File: src/rtl/byte_frame_checksum.sv
// Frames a byte stream into FRAME_LEN-byte groups and emits a two's-complement
// checksum and XOR per frame over a valid/ready handshake.
module byte_frame_checksum #(
  parameter int unsigned FRAME_LEN = 16,
  parameter int unsigned CNT_W     = 16
) (
  input  logic             clk,
  input  logic             rst,
  input  logic             in_valid,
  input  logic [7:0]       in_data,
  output logic             in_ready,
  output logic             out_valid,
  input  logic             out_ready,
  output logic [7:0]       out_csum,
  output logic [7:0]       out_xor,
  output logic [CNT_W-1:0] frame_count,
  output logic [7:0]       byte_idx
);

  typedef enum logic [1:0] {IDLE, ACCUM, HOLD} state_e;

  state_e             state_q;
  logic [7:0]         sum_q, sum_d;
  logic [7:0]         xor_q, xor_d;
  logic [7:0]         idx_q, idx_d;
  logic [7:0]         csum_q, oxor_q;
  logic               out_valid_q;
  logic [CNT_W-1:0]   frame_count_q;
  logic               accept;
  logic               last_byte;

  assign in_ready    = (state_q != HOLD);
  assign out_valid   = out_valid_q;
  assign out_csum    = csum_q;
  assign out_xor     = oxor_q;
  assign frame_count = frame_count_q;
  assign byte_idx    = idx_q;

  // The first byte of a frame seeds the accumulators instead of adding to them.
  always_comb begin
    accept    = in_valid && in_ready;
    sum_d     = (state_q == IDLE) ? in_data : sum_q + in_data;
    xor_d     = (state_q == IDLE) ? in_data : xor_q ^ in_data;
    idx_d     = (state_q == IDLE) ? 8'd1 : idx_q + 8'd1;
    last_byte = (idx_d == 8'(FRAME_LEN));
  end

  always_ff @(posedge clk or posedge rst) begin
    if (rst) begin
      state_q       <= IDLE;
      sum_q         <= '0;
      xor_q         <= '0;
      idx_q         <= '0;
      csum_q        <= '0;
      oxor_q        <= '0;
      out_valid_q   <= 1'b0;
      frame_count_q <= '0;
    end else begin
      case (state_q)
        IDLE, ACCUM: begin
          if (accept) begin
            sum_q <= sum_d;
            xor_q <= xor_d;
            idx_q <= idx_d;
            if (last_byte) begin
              state_q     <= HOLD;
              csum_q      <= ~sum_d + 8'd1;
              oxor_q      <= xor_d;
              out_valid_q <= 1'b1;
            end else begin
              state_q <= ACCUM;
            end
          end
        end
        HOLD: begin
          if (out_ready) begin
            state_q       <= IDLE;
            out_valid_q   <= 1'b0;
            frame_count_q <= frame_count_q + CNT_W'(1);
            idx_q         <= '0;
            sum_q         <= '0;
            xor_q         <= '0;
          end
        end
        default: state_q <= IDLE;
      endcase
    end
  end

endmodule

File: config.mk
export PLATFORM = sky130hd
export DESIGN_NAME = byte_frame_checksum
export DESIGN_NICKNAME = d
export VERILOG_FILES = /design/src/rtl/byte_frame_checksum.sv
export SDC_FILE = /design/constraint.sdc
export NUM_CORES = 1
export LEC_CHECK = 0
export ABC_AREA = 1
export BUFFER_PORTS_ARGS = -buffer_cell sky130_fd_sc_hd__buf_4
export CAP_MARGIN = 10
export CORE_UTILIZATION = 55
export DETAILED_ROUTE_END_ITERATION = 8
export PLACE_DENSITY = 0.78
export SYNTH_ARGS = -nofsm -noshare
export SYNTH_HDL_FRONTEND = slang
export SYNTH_SLANG_ARGS = --single-unit
File: constraint.sdc
create_clock -name clk -period 3.05 [get_ports clk]
set_input_delay 0.1525 -clock clk [delete_from_list [all_inputs] [get_ports clk]]
set_output_delay 0.1525 -clock clk [all_outputs]
set_load 0.02 [all_outputs]
# --- Word level (Yosys, flattened, before mapping) ---
# Index checks and enable logic that the tools add are counted.
word_totals:
  ff_bits: 59
  latch_bits: 0
  ram_bits: 0
  rom_bits: 0
  mem_count: 0
op_classes:
  add_sub_neg: 4
  mul: 0
  div: 0
  magnitude_cmp: 0
  n_eq_ne: 7
  n_shift: 0
  muxes: 18
  bitwise_logic: 2
  reduce_logical: 9
ops:
  columns: ["operator", "n"]
  rows:
  - ["two-way mux 8 bit", 7]
  - ["one-hot mux 8 bit (2 select lines)", 3]
  - ["adder 16 x 1 -> 16 bit (second input constant)", 1]
  - ["adder 8 x 1 -> 8 bit (second input constant)", 2]
  - ["adder 8 bit", 1]
  - ["== test 8 x 5 -> 1 bit (second input constant)", 1]
  - ["inequality test 2 bit (second input constant)", 4]
  - ["inverter 8 bit", 1]
  - ["XOR 8 bit", 1]
  - ["two-way mux 2 bit", 3]
  - ["AND reduction 3 bit", 2]
  - ["one-hot mux 2 bit (2 select lines)", 1]
  - ["AND reduction 2 bit", 2]
  - ["AND reduction 4 bit", 1]
  - ["two-way mux 1 bit", 3]
  - ["== test 2 x 1 -> 1 bit (second input constant)", 1]
  - ["== test 2 bit (second input constant)", 1]
  - ["logical NOT 2 bit", 1]
  - ["one-hot mux 1 bit (2 select lines)", 1]
  - ["nonzero test 2 bit", 1]
  - ["OR reduction 2 bit", 1]
  - ["logical AND 1 bit", 1]

# --- Depth between registers and ports, before layout ---
# Gate-level depths: netlist (run 1).
logic_depth:
  ltp_word: 6
  ltp_mapped: 14
  mapped_depth_nobuf: 14

# --- Least setup slack after synthesis (run 1) ---
# Ideal clock, no wire load.
synth_timing:
  path_kind: "reg2reg"
  from: "register idx_q[0] (netlist: byte_idx[0])"
  to: "register oxor_q[0] (netlist: out_xor[0])"
  setup_time_ps: 117
  arrival_time_ps: 1860
  t_required_ps: 2933
  slack_ps: 1073
  stages_incl_launch_ff: 14
  path_buffers: 1
  cell_sequence: "dfrtp_1 -> ha_1 -> nand2_1 -> o21ai_0 -> nand2_1 -> nor2_1 -> nand2_1 -> nor2_1 -> nand2_1 -> nor2_4 -> buf_4 -> nand2_1 -> o21ai_1 -> inv_2"
synth_between:
  elab_chain_cells: 4
synth_lines:
  columns: ["item", "line_no", "text"]
  rows:
  - ["start, declared", "25", "logic [7:0] idx_q, idx_d;"]
  - ["start signal, assigned", "64", "idx_q <= idx_d;"]
  - ["adder 8 x 1 -> 8 bit", "44", "idx_d = (state_q == IDLE) ? 8'd1 : idx_q + 8'd1;"]
  - ["two-way mux 8 bit", "44", null]
  - ["== test 8 x 5 -> 1 bit", "45", "last_byte = (idx_d == 8'(FRAME_LEN));"]
  - ["AND reduction 3 bit (no source line)", null, null]
  - ["end signal, assigned", "68", "oxor_q <= xor_d;"]
  - ["end, declared", "26", "logic [7:0] csum_q, oxor_q;"]
# No other way between the ends.
# A chain may end at the register's enable or synchronous reset.

# --- Worst setup path after layout (run 1) ---
layout_timing:
  from: "register idx_q[0] (netlist: byte_idx[0])"
  to: "register csum_q[2] (netlist: out_csum[2])"
layout_between:
  elab_chain_cells: 4
layout_lines:
  columns: ["item", "line_no", "text"]
  rows:
  - ["adder 8 x 1 -> 8 bit", "44", null]
  - ["two-way mux 8 bit", "44", null]
  - ["== test 8 x 5 -> 1 bit", "45", null]
  - ["AND reduction 3 bit (no source line)", null, null]
  - ["end signal, assigned", "67", "csum_q <= ~sum_d + 8'd1;"]
  - ["end, declared", "26", null]
# No other way between the ends.

==> results of run 1 <==
cells by family (layout without fill, tap and decap cells):
| kind of cell | after synthesis | count (layout) | synth area share (%) |
|---|---|---|---|
| AND/OR/NAND/NOR | 213 | 213 | 27.94 |
| flip-flops | 59 | 59 | 44.31 |
| buffers and inverters | 75 | 137 | 8.749 |
| AO/OA/AOI/OAI | 52 | 52 | 8.074 |
| XOR/XNOR | 25 | 25 | 6.572 |
| adder cells (fa/ha/maj) | 11 | 11 | 4.356 |
layer usage:
layer | up-vias | track usage [%] | routed length, µm
li1 | 1512 | - | -
met4 | 0 | 9.821 | 144
met3 | 17 | 5.257 | 438
met2 | 97 | 42.99 | 3508
met1 | 1439 | 36.84 | 3638
met5 | - | 0 | 0
where the power goes:
part	switching [mW]	leakage, nW	internal (mW)
Clock	0.298	0.0950	0.388
Combinational	0.497	1.25	0.307
Sequential	0.0870	0.752	0.901
placed cells by master (no fill, tap or decap), types with 2 or more instances in the layout:
cell | netlist | final
a21oi_1 | 9 | 9
buf_4 | 2 | 56
clkbuf_8 | 0 | 10
clkinv_2 | 0 | 2
dfrtp_1 | 59 | 59
dlygate4sd3_1 | 0 | 2
ha_1 | 10 | 10
inv_1 | 50 | 49
inv_2 | 14 | 15
nand2_1 | 105 | 105
nand2_2 | 2 | 2
nand3_1 | 57 | 57
nand4_1 | 2 | 2
nor2_1 | 32 | 32
nor2_2 | 2 | 2
nor3_1 | 5 | 5
o21ai_0 | 22 | 22
o21ai_1 | 15 | 15
o22ai_1 | 5 | 5
or2_2 | 3 | 3
xnor2_1 | 7 | 7
xor2_1 | 18 | 18
worst register-to-register path, stage by stage, from the launching register on:
cell	delay, ps
dfrtp_1	450
ha_1	280
nand2_1	90
o21ai_0	170
nand2_1	70
nor2_1	130
nand2_1	70
nor2_1	140
nand2_1	130
nor2_4	410
o21ai_0	210
o21ai_1	110
inv_1	50
path summary, 6_finish.rpt:
| check | start | to | slack (ps) |
|---|---|---|---|
| setup / recovery | byte_idx[0] | out_csum[2] | 630 |
| max in group asynchronous | rst | xor_q[3] | 1840 |
| hold / removal | in_valid | state_q[0] | 160 |
| min in group asynchronous | rst | frame_count[5] | 360 |
| hold reg to reg | out_csum[5] | out_csum[5] | 490 |
| setup reg to reg | byte_idx[0] | out_csum[2] | 630 |
sequential cells by signal, summed over array words and instances (netlist names):
signal	cells
frame_count	16
byte_idx	8
out_csum	8
out_xor	8
sum_q	8
xor_q	8
state_q	2
out_valid	1
what timing repair did:
| action | 4_1_cts | 5_1_grt |
|---|---|---|
| hold buffers | 2 | 0 |
| resized for setup | 0 | 0 |
| endpoints found under the setup margin | 0 | 0 |
| hold endpoints to repair | 20 | 0 |
metrics by stage:
step	instance area [µm²]	hold WS [ps]	setup WS (ps)	utilization, %
6_report	3996	158.4	633.4	70.41
5_1_grt	3996	179.8	346.3	70.41
4_1_cts	3996	148.0	701.4	70.41
3_5_place_dp	3795	168.1	734.7	66.87
3_3_place_gp	3795	176.5	825.8	66.87
2_1_floorplan	3332	247.2	1073	-
cell type report:
cell class	instances	area, µm²	share of cell area [%]
sequential	59	1476	36.94
clock buffer	11	141.4	3.538
inverter	65	244.0	6.105
tap	72	90.09	2.254
multi-input combinational	301	1564	39.14
timing repair buffer	58	440.4	11.02
clock inverter	3	40.04	1.002
==> metrics.md, run 1 <==
| Metric | Value |
|---|---|
| Outcome | `completed` |
| Via count | `3,065` |
| R2R depth | `12` |
| Largest net degree at the start of global routing | `41` |
| Vias in the first global route | `2,905` |
| Placer Congestion | `0.8318` |
| GRT overflow | `0` |
| FF+latch count, synth | `59` |
| Most common cell on crit path | `nand2_1` |
| Finished Layout Cells | `569` |
| Crit path kind | `reg -> reg` |
| Core box area | `5675 µm²` |
| Total GRT Usage | `27.09%` |
| Total of max-cap violations | `0` |
| Inst Count DP | `553` |
| Root buffer cell | `clkbuf_8` |
| Post-synthesis cell count | `435` |
| Fillers | `479` |
| Vias per cell | `5.387` |
| Drt total wl | `7730 µm` |
| Die Y | `79.84 µm` |
| Worst path cell trace | `ha_1 > nand2_1 > o21ai_0 > nand2_1 > nor2_1 > nand2_1 > nor2_1 > nand2_1 > nor2_4 > o21ai_0 > o21ai_1 > inv_1` |
| Tmin final | `2417 ps` |
| Hold Path Stages | `4` |
| Levels on crit path | `12` |
| Crit share post-route | `79.23%` |
| Layout cells sized above 1 | `18.91%` |
| Final Power | `2.478 mW` |
| IO Count | `54` |
| Synth cell count leaders | `nand2_1 (105), dfrtp_1 (59), nand3_1 (57), inv_1 (50), nor2_1 (32)` |
| Port bufs | `53` |
| # clock sinks | `59` |
| Buf+Inv Stages, Crit Path | `1` |
| Most common cell in the netlist | `nand2_1` |
| Initial Utilization | `58.71%` |
| Syn Nets | `458` |
| Crit path largest cell delay | `450 ps` |
| Setup tns final | `0 ps` |
| Worst-path fanout max | `23` |
| Synth area leaders | `dfrtp_1 (44%), nand2_1 (12%), nand3_1 (8.6%)` |
| CP Launch Type | `flip-flop` |
| DP HPWL | `5469 µm` |
| Die X | `79.84 µm` |
| Setup Viol. Count Final | `0` |
| Initial antenna violation count | `0` |
| Post-Syn Area per Cell | `7.660 µm²` |
| Async set or reset register ratio after synthesis | `100.0%` |
| Clk buf depth | `2` |
| Syn Std Cell Area | `3332 µm²` |
| Normalized max-slew margin | `60.45%` |
| Fmax | `413.8 MHz` |
| Unrepaired setup endpoints after global routing | `no` |
| Final Net Count | `517` |
| Max-slew violation count | `0` |
| PwrDens | `619.9 nW/µm²` |
| Yosys warns | `0` |
| Ys flop type | `dfrtp_1` |
| DRC | `0` |
| Die area | `6374 µm²` |
| Peak VDD IR | `454.9 µV` |
| EDFF count, synth | `0` |
| DRT antenna net count | `0` |
| Clock Latency Late Sink | `340 ps` |
| First-pass detailed-route iteration total | `8` |
| Data required time at the worst endpoint | `3280 ps` |
| Min-delay worst type | `in -> reg` |
| P_leak | `2.098 nW` |
| Inserted Diodes | `0` |
| Cell taking the most area after synthesis | `dfrtp_1` |
| CP max-delay cell | `dfrtp_1` |
| TritonCTS clock tree | `done` |
| Num rows | `27` |
| Post-DR wirelength/cell | `13.59 µm` |
| CTS buffer count | `9` |
| H-tree Lvls | `3` |
| Clk_skew | `8.541 ps` |
| First-pass GRT wire length | `13,200 µm` |
| Crit-path leading delay family | `simple AND/OR/NAND/NOR gates` |
| Least-Margin Pin Slew | `592.5 ps` |
| Post-synthesis sequential area ratio | `44.31%` |
| Post-synth top area share | `44.31%` |
| Final Hold Viols | `0` |
| Setup repair bufs after CTS | `0` |
| Clock transition at path regs | `70 ps` |
| Distinct cell type count after synthesis | `30` |
| Worst setup EP type | `flip-flop` |
| Arrival @ worst endpoint | `2650 ps` |
| Area delta synth->final | `19.94%` |
| 1st-iter DRT viols | `219` |
(Power assumes the default switching activity.)
==> run 2: changes to the inputs <==
- clock period: 3.05 -> 2.5 ns (I/O delays scaled with it)
==> run 2 against run 1 <==
Power is 29% higher. Global-route usage hardly changed. Sequential power is 21% higher. Fmax is 7.1% higher. Sequential share of layout area is 0.86 points lower. Routed wire length is 1.6% lower. Critical path depth is 2 higher. Non-clock buffer count is 5 higher. Clock power is 49% higher. Worst setup slack worse by 390 ps. First-iteration DRC count is 3.7% higher.
==> metrics.md, run 2 (synthesized netlist as in run 1, its figures left out) <==
| Metric | Value |
|---|---|
| Outcome | `completed` |
| Final Util | `72.09%` |
| Internal power | `2.094 mW` |
| Peak VDD IR | `502.3 µV` |
| Sw Share | `34.42%` |
| Max FFs per register | `16` |
| Final Net Count | `522` |
| Sw Pwr | `1.099 mW` |
| Sequential power share | `37.6%` |
| Clock Latency Late Sink | `340 ps` |
| CP Launch Type | `flip-flop` |
| Least-Margin Pin Slew | `507.6 ps` |
| Initial Utilization | `58.71%` |
| P_leak | `2.143 nW` |
| Area delta synth->final | `22.79%` |
| DP HPWL | `5477 µm` |
| First-pass detailed-route iteration total | `5` |
| 1st-iter DRT viols | `227` |
| Placer Congestion | `0.8765` |
| Max-slew violation count | `0` |
| Clk buf depth | `2` |
| GRT overflow | `0` |
| Vias per cell | `5.252` |
| Initial antenna violation count | `0` |
| # clock sinks | `59` |
| Post-DR wirelength/cell | `13.21 µm` |
| R2R setup slack | `240 ps` |
| Crit path kind | `reg -> reg` |
| Vias in the first global route | `2,892` |
| Inst Count DP | `558` |
| Finished Layout Cells | `576` |
| Inserted Diodes | `0` |
| Area of the multi-input gates | `1567 µm²` |
| Crit share post-route | `90.29%` |
| Commonest cells after routing, fill and taps aside | `nand2_1 (105), buf_4 (61), dfrtp_1 (59), nand3_1 (57), inv_1 (49)` |
| Tmin final | `2257 ps` |
| Unrepaired setup endpoints after global routing | `yes` |
| Total GRT Usage | `27.11%` |
| Register area | `1476 µm²` |
| Dpl cell area | `3832 µm²` |
| Port bufs | `53` |
| Hold WS | `127.0 ps` |
| Die X | `79.84 µm` |
| First-pass GRT wire length | `13,230 µm` |
| Layout cells sized above 1 | `20.44%` |
| CTS buffer count | `9` |
| Clk_skew | `8.422 ps` |
| Total of max-cap violations | `0` |
| Most common cell after layout, fill and taps aside | `nand2_1` |
| Clk pwr share | `31.8%` |
| DRC | `0` |
| H-tree Lvls | `3` |
| PwrDens | `780.3 nW/µm²` |
| Gate power share | `30.5%` |
| Fillers | `485` |
| Crit path largest cell delay | `390 ps` |
| Drt total wl | `7608 µm` |
| Via count | `3,025` |
| CP max-delay cell | `fa_1` |
| Root buffer cell | `clkbuf_8` |
| Normalized max-slew margin | `66.13%` |
| Arrival @ worst endpoint | `2540 ps` |
| Worst path cell trace | `ha_1 > inv_1 > fa_1 > inv_1 > nand2_1 > nand3_1 > nand2_1 > nor2_1 > nand3_1 > nor2_1 > nand3_1 > nand2_1 > nand3_1 > nand2_1` |
| Setup Viol. Count Final | `0` |
| Data required time at the worst endpoint | `2780 ps` |
| Core box area | `5675 µm²` |
| Die Y | `79.84 µm` |
| IO Count | `54` |
| Num rows | `27` |
| Worst setup EP type | `flip-flop` |
| Die area | `6374 µm²` |
| Fmax | `443.0 MHz` |
| DRT antenna net count | `0` |
| Final Hold Viols | `0` |
| Worst-path fanout max | `3` |
| Final Power | `3.193 mW` |
| TritonCTS clock tree | `done` |
| Min-delay worst type | `in -> reg` |
| Final instance area | `4091 µm²` |
| Largest net degree at the start of global routing | `28` |
| Clock transition at path regs | `70 ps` |
[run 2: cell types whose count changed in the layout (fill, tap and decap cells not counted), sizes merged]
cell      before  now
buf           56   61
clkinvlp       0    1
bufinv         1    2
[run 2: worst paths after layout]
kind	end	startpoint	cells after the start
worst min-delay path	state_q[0]	in_valid	4
worst max-delay path	out_csum[7]	sum_q[0]	14
worst min register to register	frame_count[15]	frame_count[15]	1
min in group asynchronous	out_xor[4]	rst	3
worst max register to register	out_csum[7]	sum_q[0]	14
max in group asynchronous	sum_q[1]	rst	4
[run 2: critical path: cells and delay by family (launching register included)]
| kind | cells | cell delay (ps) |
|---|---|---|
| buffers and inverters | 2 | 180 |
| DFF | 1 | 350 |
| adders and majority gates | 2 | 580 |
| and+or+nand+nor | 10 | 1100 |
[run 2: power by group through the flow]
stage               clock network, mW  registers, mW  logic (mW)
detailed placement                  0           1.21       0.960
floorplan                           0           1.30       0.580
CTS                              1.03           1.20       0.972
global route                     1.07           1.22        1.10
finish                           1.02           1.20       0.975
global placement                    0           1.21       0.940
[run 2: cell type report]
class / instances / area share (%)
flip-flops and latches: 59 / 36.09
inverters: 65 / 5.963
clock buffers: 11 / 3.700
well taps: 72 / 2.202
multi-input cells: 301 / 38.29
repair buffers: 63 / 11.68
clock inverters: 5 / 2.080
[run 2: layer usage]
layer  up-vias  global-route usage [%]  part of all wire (%)
met1      1423                   37.41                    47
met4         0                   8.036                   1.6
li1       1512                       -                     -
met5         -                       0                     0
met3        12                   5.943                   4.6
met2        78                   42.74                    47
[run 2: repair_timing]
| item | CTS | global route |
|---|---|---|
| gates resized for setup | 0 | 1 |
| setup endpoints to repair | 0 | 1 |
| setup buffers | 0 | 0 |
| hold buffers | 2 | 0 |
| endpoints found under the hold margin | 16 | 0 |
[run 2: per-stage QoR]
stage / setup WS, ps / TNS (ps)
2_1_floorplan: 523.4 / 0
3_3_place_gp: 234.3 / 0
3_5_place_dp: 227.8 / 0
4_1_cts: 205.7 / 0
5_1_grt: -8.682 / -8.682
6_report: 242.7 / 0
